File: src/rtl/peg_plotter.sv
// peg_plotter: turns one Mastermind peg draw request into a raster of VGA adapter pixel writes.
// Build option PEG_OUTLINE_EN draws the square's one-pixel border in black.
module peg_plotter #(
    parameter int unsigned BIG_SIZE   = 20,
    parameter int unsigned MED_SIZE   = 10,
    parameter int unsigned ORIGIN_X   = 40,
    parameter int unsigned ORIGIN_Y   = 10,
    parameter int unsigned SLOT_PITCH = 24,
    parameter int unsigned ROW_PITCH  = 22,
    parameter int unsigned ROWS       = 10
) (
    input  logic       clock,
    input  logic       reset,
    input  logic       start,
    input  logic       shape,
    input  logic [1:0] slot,
    input  logic [3:0] row,
    input  logic [2:0] colour,
    output logic       busy,
    output logic       done,
    output logic       err,
    output logic [8:0] vga_x,
    output logic [7:0] vga_y,
    output logic [2:0] vga_colour,
    output logic       vga_plot
);

    localparam int unsigned X_W    = 9;
    localparam int unsigned Y_W    = 8;
    localparam int unsigned OFS_W  = 5;
    localparam int unsigned COL_W  = 3;
    localparam int unsigned CENTRE = (BIG_SIZE - MED_SIZE) / 2;

    localparam logic [OFS_W-1:0] BIG_LAST = OFS_W'(BIG_SIZE - 1);
    localparam logic [OFS_W-1:0] MED_LAST = OFS_W'(MED_SIZE - 1);

    typedef enum logic [1:0] {
        IDLE = 2'd0,
        DRAW = 2'd1,
        FIN  = 2'd2
    } state_t;

    state_t             state;
    logic               shape_q;
    logic [COL_W-1:0]   colour_q;
    logic [X_W-1:0]     base_x;
    logic [Y_W-1:0]     base_y;
    logic [OFS_W-1:0]   ox;
    logic [OFS_W-1:0]   oy;
    logic               bad;

    logic [OFS_W-1:0]   last;
    logic [COL_W-1:0]   px_colour;

    // Last offset along either axis for the latched shape.
    assign last = shape_q ? MED_LAST : BIG_LAST;

`ifdef PEG_OUTLINE_EN
    logic border;
    assign border    = (ox == '0) || (oy == '0) || (ox == last) || (oy == last);
    assign px_colour = border ? COL_W'(0) : colour_q;
`else
    assign px_colour = colour_q;
`endif

    // Sequencer: FIN is the cycle showing the last pixel; done is raised as it exits to IDLE.
    always_ff @(posedge clock) begin
        if (reset) begin
            state      <= IDLE;
            busy       <= 1'b0;
            done       <= 1'b0;
            err        <= 1'b0;
            vga_plot   <= 1'b0;
            vga_x      <= '0;
            vga_y      <= '0;
            vga_colour <= '0;
            ox         <= '0;
            oy         <= '0;
            shape_q    <= 1'b0;
            colour_q   <= '0;
            base_x     <= '0;
            base_y     <= '0;
            bad        <= 1'b0;
        end else begin
            case (state)
                IDLE: begin
                    done     <= 1'b0;
                    err      <= 1'b0;
                    busy     <= 1'b0;
                    vga_plot <= 1'b0;
                    if (start) begin
                        busy <= 1'b1;
                        if (32'(row) < ROWS) begin
                            shape_q  <= shape;
                            colour_q <= colour;
                            base_x   <= X_W'(ORIGIN_X + 32'(slot) * SLOT_PITCH
                                             + (shape ? CENTRE : 32'd0));
                            base_y   <= Y_W'(ORIGIN_Y + 32'(row) * ROW_PITCH
                                             + (shape ? CENTRE : 32'd0));
                            ox       <= '0;
                            oy       <= '0;
                            bad      <= 1'b0;
                            state    <= DRAW;
                        end else begin
                            // Out-of-range row: report immediately, nothing plotted.
                            bad   <= 1'b1;
                            done  <= 1'b1;
                            err   <= 1'b1;
                            state <= FIN;
                        end
                    end
                end

                DRAW: begin
                    vga_plot   <= 1'b1;
                    vga_x      <= base_x + X_W'(ox);
                    vga_y      <= base_y + Y_W'(oy);
                    vga_colour <= px_colour;
                    if (ox == last) begin
                        ox <= '0;
                        if (oy == last) begin
                            state <= FIN;
                        end else begin
                            oy <= oy + OFS_W'(1);
                        end
                    end else begin
                        ox <= ox + OFS_W'(1);
                    end
                end

                FIN: begin
                    vga_plot <= 1'b0;
                    done     <= ~bad;
                    busy     <= ~bad;
                    err      <= 1'b0;
                    state    <= IDLE;
                end

                default: begin
                    state <= IDLE;
                end
            endcase
        end
    end

endmodule

File: config.mk
export PLATFORM = sky130hd
export DESIGN_NAME = peg_plotter
export DESIGN_NICKNAME = d
export VERILOG_FILES = /design/src/rtl/peg_plotter.sv
export SDC_FILE = /design/constraint.sdc
export NUM_CORES = 1
export LEC_CHECK = 0
export CAP_MARGIN = 20
export CORE_MARGIN = 3
export CORE_UTILIZATION = 46
export CTS_BUF_LIST = sky130_fd_sc_hd__clkbuf_2
export CTS_CLUSTER_SIZE = 12
export DETAILED_ROUTE_END_ITERATION = 16
export GPL_TIMING_DRIVEN = 0
export HOLD_SLACK_MARGIN = 0.12
export PLACE_DENSITY_LB_ADDON = 0.05
export SLEW_MARGIN = 20
export SYNTH_ARGS = -nofsm -noshare
export SYNTH_HDL_FRONTEND = slang
export SYNTH_SLANG_ARGS = --single-unit
File: constraint.sdc
create_clock -name clock -period 6.8 [get_ports clock]
set_input_delay 1.02 -clock clock [delete_from_list [all_inputs] [get_ports clock]]
set_output_delay 1.02 -clock clock [all_outputs]
set_load 0.03 [all_outputs]
# Yosys cells after proc, flatten, opt, wreduce, memory -nomap -nowiden
# Cells that the tools add are included.
[op_classes]
n_addsub = 8
multipliers = 2
n_div = 0
order_cmp = 1
eq_ne = 9
n_shift = 0
n_mux = 21
n_bitwise = 1
n_reduce_logical = 10
[op_table]
columns = ["op", "n"]
rows = [
  ["5-bit 2-to-1 mux", 6],
  ["5-bit case mux with 2 select lines", 2],
  ["5-bit by 1-bit adder with 5-bit output (second input constant)", 2],
  ["5-bit equality test", 2],
  ["2-bit inequality test (second input constant)", 5],
  ["8-bit by 9-bit adder with 9-bit output", 1],
  ["9-bit by 5-bit adder with 9-bit output", 1],
  ["3-bit AND reduction", 3],
  ["4-bit by 8-bit adder with 8-bit output (first input constant)", 1],
  ["6-bit by 7-bit adder with 8-bit output (first input constant)", 1],
  ["8-bit by 3-bit adder with 8-bit output", 1],
  ["8-bit by 5-bit adder with 8-bit output", 1],
  ["2-bit 2-to-1 mux", 4],
  ["1-bit case mux with 2 select lines", 4],
  ["4-bit by 4-bit multiplier with 7-bit output (second input constant)", 1],
  ["2-bit nonzero test", 3],
  ["5-bit AND reduction", 1],
  ["4-bit less-than comparator (second input constant)", 1],
  ["2-bit by 2-bit multiplier with 4-bit output (second input constant)", 1],
  ["2-bit case mux with 2 select lines", 1],
  ["1-bit 2-to-1 mux", 3],
  ["3-bit 2-to-1 mux", 1],
  ["2-bit by 1-bit equality test with 1-bit output (second input constant)", 1],
  ["2-bit equality test (second input constant)", 1],
  ["other kinds (4)", 4],
]
[totals]
register_bits = 58
latchBits = 0
ram_bits = 0
rom_bits = 0
output_inout_bits = 24
wordCells = 67
memories = 0

# Depth between registers and ports, before layout
# Gate-level depths: netlist of run 1.
[logic_depth]
word_depth = 5
ltp_mapped = 9

# Least setup slack after synthesis of run 1
# OpenSTA, ideal clock, no wires.
[synth_path]
path_type = "input -> register"
start = "in row[0]"
end = "reg base_y[7]"
setup_ns = 0.062
arrival_ns = 2.956
setup_slack_ns = 3.782
path_stages = 8
n_path_buf = 0
path_cell_list = "ha_1 ha_1 inv_1 fa_1 a21oi_1 nor4b_1 or4_1 nand3_1"
[synth_between]
elab_chain_len = 3
elab_cells_between_ends = 5
[synth_lines]
columns = ["element", "line", "source"]
rows = [
  ["start, declared", "17", "input logic [3:0] row,"],
  ["4-bit by 4-bit multiplier with 7-bit output", "98", "base_y <= Y_W'(ORIGIN_Y + 32'(row) * ROW_PITCH"],
  ["4-bit by 8-bit adder with 8-bit output", "98", ""],
  ["8-bit by 3-bit adder with 8-bit output", "99", "+ (shape ? CENTRE : 32'd0));"],
  ["end signal, assigned", "98", ""],
  ["end, declared", "47", "logic [Y_W-1:0] base_y;"],
]
# Several ways; a longest one is shown, not always the timed one.
# A chain may end at the register's enable or synchronous reset.

# Final worst setup path of run 1
# Same ends and word-level chain as after synthesis.

==> results.json, run 1 <==
{
  "status": "finished clean",
  "cts.sinks": 53,
  "antenna_found_initial": 0,
  "h-tree-depth": 2,
  "critPathArrivalTime_ps": 3680,
  "synthTopCellsByArea": "dfxtp_1 36%, ha_1 12%, a21oi_1 5.4%",
  "hold_viol": 0,
  "start_util_pct": 48.8,
  "holdCritPathClass": "flip-flop to flip-flop",
  "cts_resized": 0,
  "placed_cell_area_um2": 3400,
  "ant_nets": 0,
  "grt_pass1_vias": 2309,
  "cpMaxStageDelayCell": "clkdlybuf4s50_1",
  "crit_buf_inv": 2,
  "synth_top_area_share_pct": 35.9,
  "drv_cap": 0,
  "clk_latency_ps": 430,
  "core_um2": 6060,
  "yosys_warnings": 0,
  "nFillCells": 609,
  "power_density_nw_per_um2": 193,
  "synth_edf_count": 0,
  "postCtsHoldBufs": 0,
  "cts_tree": "done",
  "place_hpwl_um": 4980,
  "post-route-period-util_pct": 48.4,
  "ios": 37,
  "crit_type": "input port to flip-flop",
  "clockBufferDepth": 2,
  "layout_commonest_cell": "dfxtp_1",
  "die_h_um": 86.2,
  "root_buffer": "clkbuf_2",
  "synth.cell_area_um2": 2960,
  "fin_skew_ps": 13.9,
  "area_delta_synth_final_pct": 17.2,
  "synth_cell_types": 52,
  "num_vias": 2488,
  "drcViolationCount": 0,
  "n_antenna_cell": 0,
  "power.leakage_nw": 1.33,
  "drt_iter0_drc": 147,
  "drt-pass1-iter-count": 5,
  "rsz0062_at_grt": "no",
  "cp.required_ps": 7190,
  "grt_remaining_overflow": 0,
  "gp_congestion": 0.835,
  "tightest_slew_ps": 617,
  "setup_slack_ps": 3510,
  "avgSynthCellArea_um2": 8.65,
  "path_cells": "clkdlybuf4s50_1, ha_1, ha_1, inv_1, fa_1, a21oi_1, nor4b_1, or4_1, nand3_1",
  "synth_nets": 385,
  "totalWireLength_um": 6520,
  "crit_path_frequent_cell": "ha_1",
  "die_area_um2": 7430,
  "grt_pass1_wl_um": 11200,
  "tns_ps": 0,
  "synthArstFlopShare_pct": 0,
  "critPathMaxStageDelay_ps": 620,
  "setup_viol": 0,
  "ys.flop_type": "dfxtp_1",
  "avgViaCountPerCell": 5.41,
  "dp_slack_ps": 3000,
  "cp-start-kind": "input port",
  "fmax_mhz": 304,
  "synth_cells": 342,
  "hold-worst-slack_ps": 467,
  "clk_pin_slew_ps": 250,
  "fp.dieW_um": 86.2,
  "worstPathMaxFanout": 6,
  "wl_per_cell_um": 14.2,
  "ys_seq_elements": 53,
  "crit_family": "adder cells",
  "numCtsBuffers": 5,
  "ir_drop_v": 0.000128,
  "grt.total_usage_pct": 19.0,
  "grt_start_max_net_pins": 16,
  "yosysSeqAreaShare_pct": 35.9,
  "postCtsSetupRepairBufs": 0,
  "synth.largest_area_cell": "dfxtp_1",
  "io_buffers": 35,
  "relSlewSlack_pct": 58.9,
  "period_needed_ps": 3290,
  "fin_nets": 427,
  "slew_violations": 0,
  "fin_area_um2": 3470,
  "drive_gt1_share_pct": 7.79,
  "fp-row-count": 28,
  "end_kind": "flip-flop",
  "final_cell_mix": "53 x dfxtp_1, 40 x nand2_1, 35 x clkdlybuf4s50_1"
}
per-layer routing:
metal  GRT usage, %  wire length (µm)
met2           29.8              2930
met5              0                 0
met4           3.40                55
met3           2.85               266
met1           28.0              3270
area by class of cell:
class	count	area (µm²)	area share (%)
buffer	15	77.6	2.24
clock inverter	2	33.8	0.974
multi-input combinational	259	1760	50.9
tap	75	93.8	2.71
sequential	53	1060	30.6
inverter	15	56.3	1.62
clock buffer	6	30.0	0.866
timing repair buffer	35	350	10.1
state kept, by name, summed over array words and instances, names as in the netlist, 2 cells and up:
register	cells
base_y	7
vga_x	9
colour_q	3
vga_y	8
state	2
oy	5
base_x	6
ox	5
vga_colour	3
metrics by stage:
stage / total power [mW] / util (%) / cells
3_3_place_gp: 0.516 / 56.2 / 452
6_report: 0.670 / 57.2 / 460
2_1_floorplan: 0.465 / - / 342
3_5_place_dp: 0.517 / 56.2 / 452
4_1_cts: 0.678 / 57.2 / 460
5_1_grt: 0.711 / 57.2 / 460
path summary, 6_finish.rpt:
path         slack, ps  cells past startpoint      start        end
max               3510                      9     row[0]  base_y[7]
min                470                      2   vga_x[4]   vga_x[4]
max reg2reg       4650                      8  base_x[2]   vga_y[6]
min reg2reg        470                      2   vga_x[4]   vga_x[4]
power breakdown:
| part | internal [mW] | total, mW | leakage (nW) | switching, mW |
|---|---|---|---|---|
| combinational | 0.0708 | 0.167 | 0.855 | 0.0966 |
| sequential | 0.330 | 0.343 | 0.432 | 0.0136 |
| clock | 0.0626 | 0.160 | 0.0406 | 0.0969 |
cell families (layout without fill, tap and decap cells):
group | count (synthesis) | in the layout | share of synthesized area (%)
AO/OA/AOI/OAI | 86 | 86 | 19.4
adder cells (fa/ha/maj) | 30 | 30 | 13.2
flip-flops | 53 | 53 | 35.9
multiplexers | 1 | 1 | 0.338
XOR/XNOR | 22 | 22 | 6.51
AND/OR/NAND/NOR | 120 | 120 | 20.2
buffers and inverters | 30 | 73 | 4.52
worst reg2reg max path: cells and delay by family, from the launching register on:
kind	cells	cell delay [ps]
flip-flops	1	560
AO/OA/AOI/OAI	3	580
adder cells (fa/ha/maj)	2	640
AND/OR/NAND/NOR	1	160
XOR/XNOR	1	110
buffers and inverters	1	70
cell usage after synthesis (3+ instances only):
library cell  count
xnor2_1          13
xor2_1            9
nand2_1          40
and3_1            3
dfxtp_1          53
ha_1             28
nor3_1            8
nand4_1           3
clkbuf_1          7
buf_2             5
nor2_1           33
a21oi_1          32
a211oi_1         21
inv_1            14
a211oi_2          3
o21ai_0          13
o211ai_1          3
nand3_1          10
Power figures use the tool's default switching activity.
==> inputs of run 2 (changes only) <==
- clock period: 6.8 -> 3.3 ns (I/O delays scaled with it)
==> results of run 2 <==
Same layout as run 1 (identical final DEF). Status: finished clean.
Main changes from that run: setup slack after placement 3000 ps -> 23.6 ps; setup slack after layout 3510 ps -> 535 ps; register-to-register setup slack 4650 ps -> 1150 ps; total power 0.670 mW -> 1.38 mW; worst IR drop on VDD 0.000128 V -> 0.000265 V
